===== config.mk =====
export PLATFORM = sky130hd
export DESIGN_NAME = imem_fetch_ctrl_flat
export DESIGN_NICKNAME = d
export VERILOG_FILES = /design/src/rtl/imem_pkg.sv /design/src/rtl/imem_fetch_ctrl_if.sv /design/src/rtl/imem_fetch_ctrl.sv /design/src/flat_wrapper.sv
export SDC_FILE = /design/constraint.sdc
export NUM_CORES = 1
export LEC_CHECK = 0
export ABC_CLOCK_PERIOD_IN_PS = 4500
export BUFFER_PORTS_ARGS = -buffer_cell sky130_fd_sc_hd__buf_2
export CAP_MARGIN = 0
export CORE_MARGIN = 1
export CORE_UTILIZATION = 45
export CTS_BUF_LIST = sky130_fd_sc_hd__clkbuf_8 sky130_fd_sc_hd__clkbuf_16
export DETAILED_ROUTE_END_ITERATION = 6
export GPL_TIMING_DRIVEN = 0
export HOLD_SLACK_MARGIN = 0.1
export PLACE_DENSITY = 0.9
export SLEW_MARGIN = 20
export SYNTH_ARGS = -nofsm -noshare
export SYNTH_HDL_FRONTEND = slang
export SYNTH_SLANG_ARGS = --single-unit

===== constraint.sdc =====
create_clock -name clk -period 4.5 [get_ports clk]
set_clock_uncertainty 0.15 [all_clocks]
set_input_delay 0.9 -clock clk [delete_from_list [all_inputs] [get_ports clk]]
set_output_delay 0.9 -clock clk [all_outputs]
set_load 0.01 [all_outputs]

===== src/rtl/imem_pkg.sv =====
// rtl/imem_pkg.sv - shared types, constants and the fetch range check for imem_fetch_ctrl
package imem_pkg;

   localparam int WORD_W = 32;
   localparam int AW_DEF = 13;
   localparam logic [WORD_W-1:0] SENTINEL_DEF = 32'hFFFF_FFFF;

   typedef enum logic [1:0] {
      LOAD = 2'd0,
      RUN  = 2'd1,
      HALT = 2'd2
   } state_t;

   // Word index is addr>>2; any byte address whose word index reaches the
   // loaded length (including addresses with high bits set) is out of range.
   function automatic logic word_in_range(input logic [WORD_W-1:0] addr,
                                          input logic [WORD_W-1:0] limit);
      logic [WORD_W-1:0] idx;
      idx = {2'b00, addr[WORD_W-1:2]};
      return (addr[1:0] == 2'b00) && (idx < limit);
   endfunction

endpackage


===== src/rtl/imem_fetch_ctrl_if.sv =====
// rtl/imem_fetch_ctrl_if.sv - loader, fetch and memory-port signals of imem_fetch_ctrl
interface imem_fetch_ctrl_if #(parameter int AW = imem_pkg::AW_DEF);

   logic                        ld_valid;
   logic                        ld_ready;
   logic [imem_pkg::WORD_W-1:0] ld_data;
   logic                        ld_last;

   logic                        fetch_req;
   logic [imem_pkg::WORD_W-1:0] fetch_addr;
   logic                        fetch_gnt;
   logic                        instr_valid;
   logic [imem_pkg::WORD_W-1:0] instr;
   logic                        fetch_err;
   logic                        halted;
   logic [AW:0]                 load_count;

   logic                        mem_en;
   logic                        mem_we;
   logic [AW-1:0]               mem_addr;
   logic [imem_pkg::WORD_W-1:0] mem_wdata;
   logic [imem_pkg::WORD_W-1:0] mem_rdata;

   modport master (
      input  ld_valid, ld_data, ld_last, fetch_req, fetch_addr, mem_rdata,
      output ld_ready, fetch_gnt, instr_valid, instr, fetch_err, halted, load_count,
             mem_en, mem_we, mem_addr, mem_wdata
   );

   modport slave (
      output ld_valid, ld_data, ld_last, fetch_req, fetch_addr, mem_rdata,
      input  ld_ready, fetch_gnt, instr_valid, instr, fetch_err, halted, load_count,
             mem_en, mem_we, mem_addr, mem_wdata
   );

endinterface


===== src/rtl/imem_fetch_ctrl.sv =====
// rtl/imem_fetch_ctrl.sv - program-load then fetch sequencer for the external instruction memory
// IMEM_HALT_DETECT_EN enables sentinel detection and the HALT state.
module imem_fetch_ctrl
   import imem_pkg::*;
#(
   parameter int AW = AW_DEF
`ifdef IMEM_HALT_DETECT_EN
 , parameter logic [WORD_W-1:0] SENTINEL = SENTINEL_DEF
`endif
) (
   input  logic               clk,
   input  logic               rst_n,
   imem_fetch_ctrl_if.master  bus
);

   state_t              state_q;
   state_t              state_d;
   logic [AW:0]         load_count_q;
   logic                rsp_valid_q;
   logic                rsp_err_q;
   logic [WORD_W-1:0]   instr_hold_q;
   logic [WORD_W-1:0]   instr_now;
   logic                fetch_ok;
   logic                ld_fire;
   logic                load_full;
   logic                sentinel_hit;

   assign fetch_ok  = word_in_range(bus.fetch_addr, {{(WORD_W-AW-1){1'b0}}, load_count_q});
   assign ld_fire   = bus.ld_valid & bus.ld_ready;
   assign load_full = (load_count_q[AW-1:0] == {AW{1'b1}});

   // Read data is passed straight through in the return cycle and captured
   // so instr keeps its value while instr_valid is low.
   assign instr_now = rsp_valid_q ? (rsp_err_q ? '0 : bus.mem_rdata) : instr_hold_q;

`ifdef IMEM_HALT_DETECT_EN
   assign sentinel_hit = rsp_valid_q & ~rsp_err_q & (bus.mem_rdata == SENTINEL);
   assign bus.halted   = (state_q == HALT);
`else
   assign sentinel_hit = 1'b0;
   assign bus.halted   = 1'b0;
`endif

   assign bus.instr_valid = rsp_valid_q;
   assign bus.instr       = instr_now;
   assign bus.fetch_err   = rsp_valid_q & rsp_err_q;
   assign bus.load_count  = load_count_q;

   always_ff @(posedge clk) begin
      if (!rst_n) begin
         state_q <= LOAD;
      end else begin
         state_q <= state_d;
      end
   end

   always_comb begin
      state_d = state_q;
      case (state_q)
         LOAD:    if (ld_fire && (bus.ld_last || load_full)) state_d = RUN;
         RUN:     if (sentinel_hit) state_d = HALT;
         default: state_d = state_q;
      endcase
   end

   // Handshake and memory-port outputs are held at their idle values while
   // rst_n is low so the reset cycle itself presents a quiet interface.
   always_comb begin
      bus.ld_ready  = 1'b0;
      bus.fetch_gnt = 1'b0;
      bus.mem_en    = 1'b0;
      bus.mem_we    = 1'b0;
      bus.mem_addr  = '0;
      bus.mem_wdata = '0;
      if (rst_n) begin
         case (state_q)
            LOAD: begin
               bus.ld_ready = 1'b1;
               if (bus.ld_valid) begin
                  bus.mem_en    = 1'b1;
                  bus.mem_we    = 1'b1;
                  bus.mem_addr  = load_count_q[AW-1:0];
                  bus.mem_wdata = bus.ld_data;
               end
            end
            RUN: begin
               bus.fetch_gnt = bus.fetch_req;
               if (bus.fetch_req && fetch_ok) begin
                  bus.mem_en   = 1'b1;
                  bus.mem_addr = bus.fetch_addr[AW+1:2];
               end
            end
            default: ;
         endcase
      end
   end

   always_ff @(posedge clk) begin
      if (!rst_n) begin
         load_count_q <= '0;
         rsp_valid_q  <= 1'b0;
         rsp_err_q    <= 1'b0;
         instr_hold_q <= '0;
      end else begin
         if (ld_fire) begin
            load_count_q <= load_count_q + {{AW{1'b0}}, 1'b1};
         end
         rsp_valid_q <= bus.fetch_gnt;
         rsp_err_q   <= bus.fetch_gnt & ~fetch_ok;
         if (rsp_valid_q) begin
            instr_hold_q <= instr_now;
         end
      end
   end

endmodule

===== src/flat_wrapper.sv =====
// flat-port wrapper written by rule: the top's interface ports become plain ports
module imem_fetch_ctrl_flat import imem_pkg::*;
#(
   parameter int AW = AW_DEF

)
  (clk, rst_n, bus_ld_valid, bus_ld_data, bus_ld_last, bus_fetch_req, bus_fetch_addr, bus_mem_rdata, bus_ld_ready, bus_fetch_gnt, bus_instr_valid, bus_instr, bus_fetch_err, bus_halted, bus_load_count, bus_mem_en, bus_mem_we, bus_mem_addr, bus_mem_wdata);
  imem_fetch_ctrl_if #(.AW(AW)) bus_i ();
  input  logic clk;
  input  logic rst_n;
  input wire logic [$bits(bus_i.ld_valid)-1:0] bus_ld_valid;
  input wire logic [$bits(bus_i.ld_data)-1:0] bus_ld_data;
  input wire logic [$bits(bus_i.ld_last)-1:0] bus_ld_last;
  input wire logic [$bits(bus_i.fetch_req)-1:0] bus_fetch_req;
  input wire logic [$bits(bus_i.fetch_addr)-1:0] bus_fetch_addr;
  input wire logic [$bits(bus_i.mem_rdata)-1:0] bus_mem_rdata;
  output wire logic [$bits(bus_i.ld_ready)-1:0] bus_ld_ready;
  output wire logic [$bits(bus_i.fetch_gnt)-1:0] bus_fetch_gnt;
  output wire logic [$bits(bus_i.instr_valid)-1:0] bus_instr_valid;
  output wire logic [$bits(bus_i.instr)-1:0] bus_instr;
  output wire logic [$bits(bus_i.fetch_err)-1:0] bus_fetch_err;
  output wire logic [$bits(bus_i.halted)-1:0] bus_halted;
  output wire logic [$bits(bus_i.load_count)-1:0] bus_load_count;
  output wire logic [$bits(bus_i.mem_en)-1:0] bus_mem_en;
  output wire logic [$bits(bus_i.mem_we)-1:0] bus_mem_we;
  output wire logic [$bits(bus_i.mem_addr)-1:0] bus_mem_addr;
  output wire logic [$bits(bus_i.mem_wdata)-1:0] bus_mem_wdata;
  assign bus_i.ld_valid = bus_ld_valid;
  assign bus_i.ld_data = bus_ld_data;
  assign bus_i.ld_last = bus_ld_last;
  assign bus_i.fetch_req = bus_fetch_req;
  assign bus_i.fetch_addr = bus_fetch_addr;
  assign bus_i.mem_rdata = bus_mem_rdata;
  assign bus_ld_ready = bus_i.ld_ready;
  assign bus_fetch_gnt = bus_i.fetch_gnt;
  assign bus_instr_valid = bus_i.instr_valid;
  assign bus_instr = bus_i.instr;
  assign bus_fetch_err = bus_i.fetch_err;
  assign bus_halted = bus_i.halted;
  assign bus_load_count = bus_i.load_count;
  assign bus_mem_en = bus_i.mem_en;
  assign bus_mem_we = bus_i.mem_we;
  assign bus_mem_addr = bus_i.mem_addr;
  assign bus_mem_wdata = bus_i.mem_wdata;
  imem_fetch_ctrl #(.AW(AW)) u_core (.clk(clk), .rst_n(rst_n), .bus(bus_i));
endmodule

==> flow_summary.toml <==
[power_and_ir_drop]
max-vdd-ir-drop_mv = 0.155
p_switching_mw = 0.226
p_comb_share_pct = 18.7
clockPowerShare_pct = 28.8
finalPower_mw = 0.852
p_int_mw = 0.625
p_per_area_nw_per_um2 = 211
seqPwrFrac_pct = 52.5
power_leakage_nw = 2.07
p_sw_share_pct = 26.6

[synth]
ys_seq_area_share_pct = 34.1
synth.avg_cell_area_um2 = 7.66
synth_fa_ha_area_share_pct = 6.10
yosysWarningCount = 0
synthMuxAreaShare_pct = 0
netlist_instances = 375
synthTopCellsByArea = "dfxtp_1, and2_1, and3_1, nand2_1, inv_1"
synth_nets = 490
synth_top_area_share_pct = 34.1
ys_ff_latch = 49
yosys.area_share.xor_xnor_pct = 3.66
post_synth_and_or_nand_nor_area_fraction_pct = 31.2
synth_top_family_by_area = "simple AND/OR/NAND/NOR gates"
synth_top_cell_by_area = "dfxtp_1"
ys_types = 33
synthesis.area_um2 = 2870
synth_compound_area_share_pct = 15.0

[drt]
drtIter0Drc = 62
vias = 3186
routedWlPerCell_um = 12.4
ant_nets = 0
drt_wl_total_um = 8130
drc = 0
vias_per_cell = 4.86
drt-pass1-iter-count = 4

[status]
status = "finished, final reports clean"

[layout]
mostFrequentLayoutCell = "buf_2"
final_nets = 694
mostFrequentLayoutCells = "buf_2, nand2_1, inv_1"
n_antenna_cell = 0
fin_area_um2 = 4040
fin_cells = 655
drive_gt1_share_pct = 37.8
area_growth_pct = 40.6

[cts]
post_cts_buffers = 0
hold_buffers = 0
numCtsBuffers = 5
clk_latency_ps = 290
htree_levels = 2
cts_tree = "built"
cts_sinks = 49
clockRootBuffer = "clkbuf_8"
path_clk_slew_ps = 80
clock_path_buffers = 2
cts_resized = 0

[sta]
slew_viol_final = 0
worst_slew_pin_slew_ps = 634
fin_ws_ps = 804
min_period_ps = 3700
hold_viol = 0
rsz0062_at_grt = "no"
post-route-period-util_pct = 82.1
fmax_mhz = 271
setup_viol = 0
max_slew_margin_pct = 57.7
fin_setup_tns_ps = 0

[floorplan]
chipWidth_um = 81.9
chipHeight_um = 81.9
die-area_um2 = 6710
rows = 28
start_util_pct = 47.7
core_um2 = 6030
boundaryPins = 199

[critical_path]
slowest_stage = "o311ai_2"
crit_top_cell = "buf_2"
critPathKind = "input pin to primary output"
worstReg2RegEnd = "u_core.rsp_err_q"
r2r_setup_slack_ps = 2380
crit_cells = 8
start_kind = "input pin"
worst_ep_required_time_ps = 3450
worst_path_dominant_cell_family = "compound AO/OA/AOI/OAI gates"
path_cells = "buf_2, ha_1, nand4_1, o221a_1, o311ai_2, buf_6, o22ai_2, buf_2"
rr_worst_depth = 6
regToRegStartpoint = "u_core.bus.load_count[3]"
critPathMaxStageDelay_ps = 470
crit_path_end_kind = "primary output"
cp_max_fo = 10
critPathArrivalTime_ps = 2650
path_buf_inv = 3

[global_route]
grt_pass1_vias = 2912
grt_use_total_pct = 23.1
antenna_found_initial = 0
grt_first_pass_wirelength_um = 12200
grt_max_degree = 16
overflow = 0

[placed_design]
gp_congestion = 0.878
place_ws_ps = 783
portBuffers = 197
hpwl_um = 6660
dp.cells = 647
dpl_cell_area_um2 = 3950

[worst_hold_path]
hold_path_class = "flop to flop"
holdPathStages = 3
worstHoldStart = "u_core.instr_hold_q[25]"
holdPathEnd = "u_core.instr_hold_q[25]"

[job]
timing.max_cap.violations = 0
==> how the worst max path moves through the flow <==
| stage | slack [ps] | from | end |
|---|---|---|---|
| after global placement | 820 | bus_fetch_addr[0] | bus_mem_addr[6] |
| final | 800 | bus_fetch_addr[7] | bus_mem_addr[6] |
| after global routing | 600 | rst_n | bus_mem_addr[6] |
| after detailed placement | 780 | rst_n | bus_mem_addr[5] |
| after CTS | 800 | bus_fetch_addr[7] | bus_mem_addr[5] |
| after floorplan | 1140 | bus_fetch_addr[0] | bus_mem_addr[10] |
==> cells in the mapped netlist <==
cell type / n
a2111oi_4: 1
and4_1: 1
nor2_1: 5
nand2b_1: 2
o21ai_1: 33
o21a_1: 1
and3_1: 34
or4_4: 1
xor2_1: 1
a21oi_1: 8
inv_1: 49
nand3b_1: 1
nor3_1: 3
nand4b_1: 1
nand4_1: 8
nand3_1: 4
conb_1: 1
clkbuf_1: 21
a311oi_1: 1
o22ai_2: 10
o311ai_2: 1
o22ai_1: 3
buf_6: 1
buf_4: 1
o21ai_0: 2
nor2b_1: 4
and2_1: 46
ha_1: 14
nand2_1: 53
xnor2_1: 11
dfxtp_1: 49
nor4_1: 3
o221a_1: 1
==> power by group through the flow <==
stage	clock (mW)	sequential, mW	combinational (mW)
after floorplan	0	0.457	0.0759
after global placement	0	0.457	0.154
after detailed placement	0	0.457	0.160
after CTS	0.256	0.447	0.160
after global routing	0.274	0.448	0.178
final	0.245	0.447	0.160
==> registers in the layout, indices dropped and copies added (netlist names) <==
| register | count |
|---|---|
| u_core.bus.instr_valid | 1 |
| u_core.bus.load_count | 14 |
| u_core.instr_hold_q | 32 |
| u_core.rsp_err_q | 1 |
| u_core.state_q | 1 |
==> metrics by stage <==
step	utilization, %	hold WS (ps)
after CTS	67.0	438
final	67.0	434
after global placement	65.6	409
after detailed placement	65.6	422
after floorplan	-	364
after global routing	67.0	472
==> final cells by class <==
| class | instances | area [um^2] |
|---|---|---|
| plain buffers | 23 | 97.6 |
| repair buffers | 197 | 986 |
| well taps | 75 | 93.8 |
| fillers | 530 | 1990 |
| clock inverters | 3 | 18.8 |
| multi-input cells | 254 | 1610 |
| inverters | 49 | 184 |
| clock buffers | 5 | 68.8 |
| flip-flops and latches | 49 | 981 |
==> metal layers <==
| metal | global-route usage (%) | wire (um) |
|---|---|---|
| met1 | 25.7 | 3460 |
| met3 | 3.78 | 493 |
| met4 | 8.25 | 120 |
| met5 | 0 | 0 |
| met2 | 43.5 | 4050 |
==> worst register-to-register path, delay by kind of cell, from the launching register on <==
family,cells,cell delay (ps)
AO/OA/AOI/OAI,2,730
adder cells (fa/ha/maj),1,320
buffers and inverters,1,110
flip-flops,1,460
AND/OR/NAND/NOR,2,310
==> cells by family after synthesis <==
| group | after synthesis |
|---|---|
| fa+ha+maj | 14 |
| flops | 49 |
| xor+xnor | 12 |
| buf+inv | 72 |
| compound gates | 61 |
| simple gates | 166 |
| other cells | 1 |
Note: power is estimated with default switching activity, not from simulation.
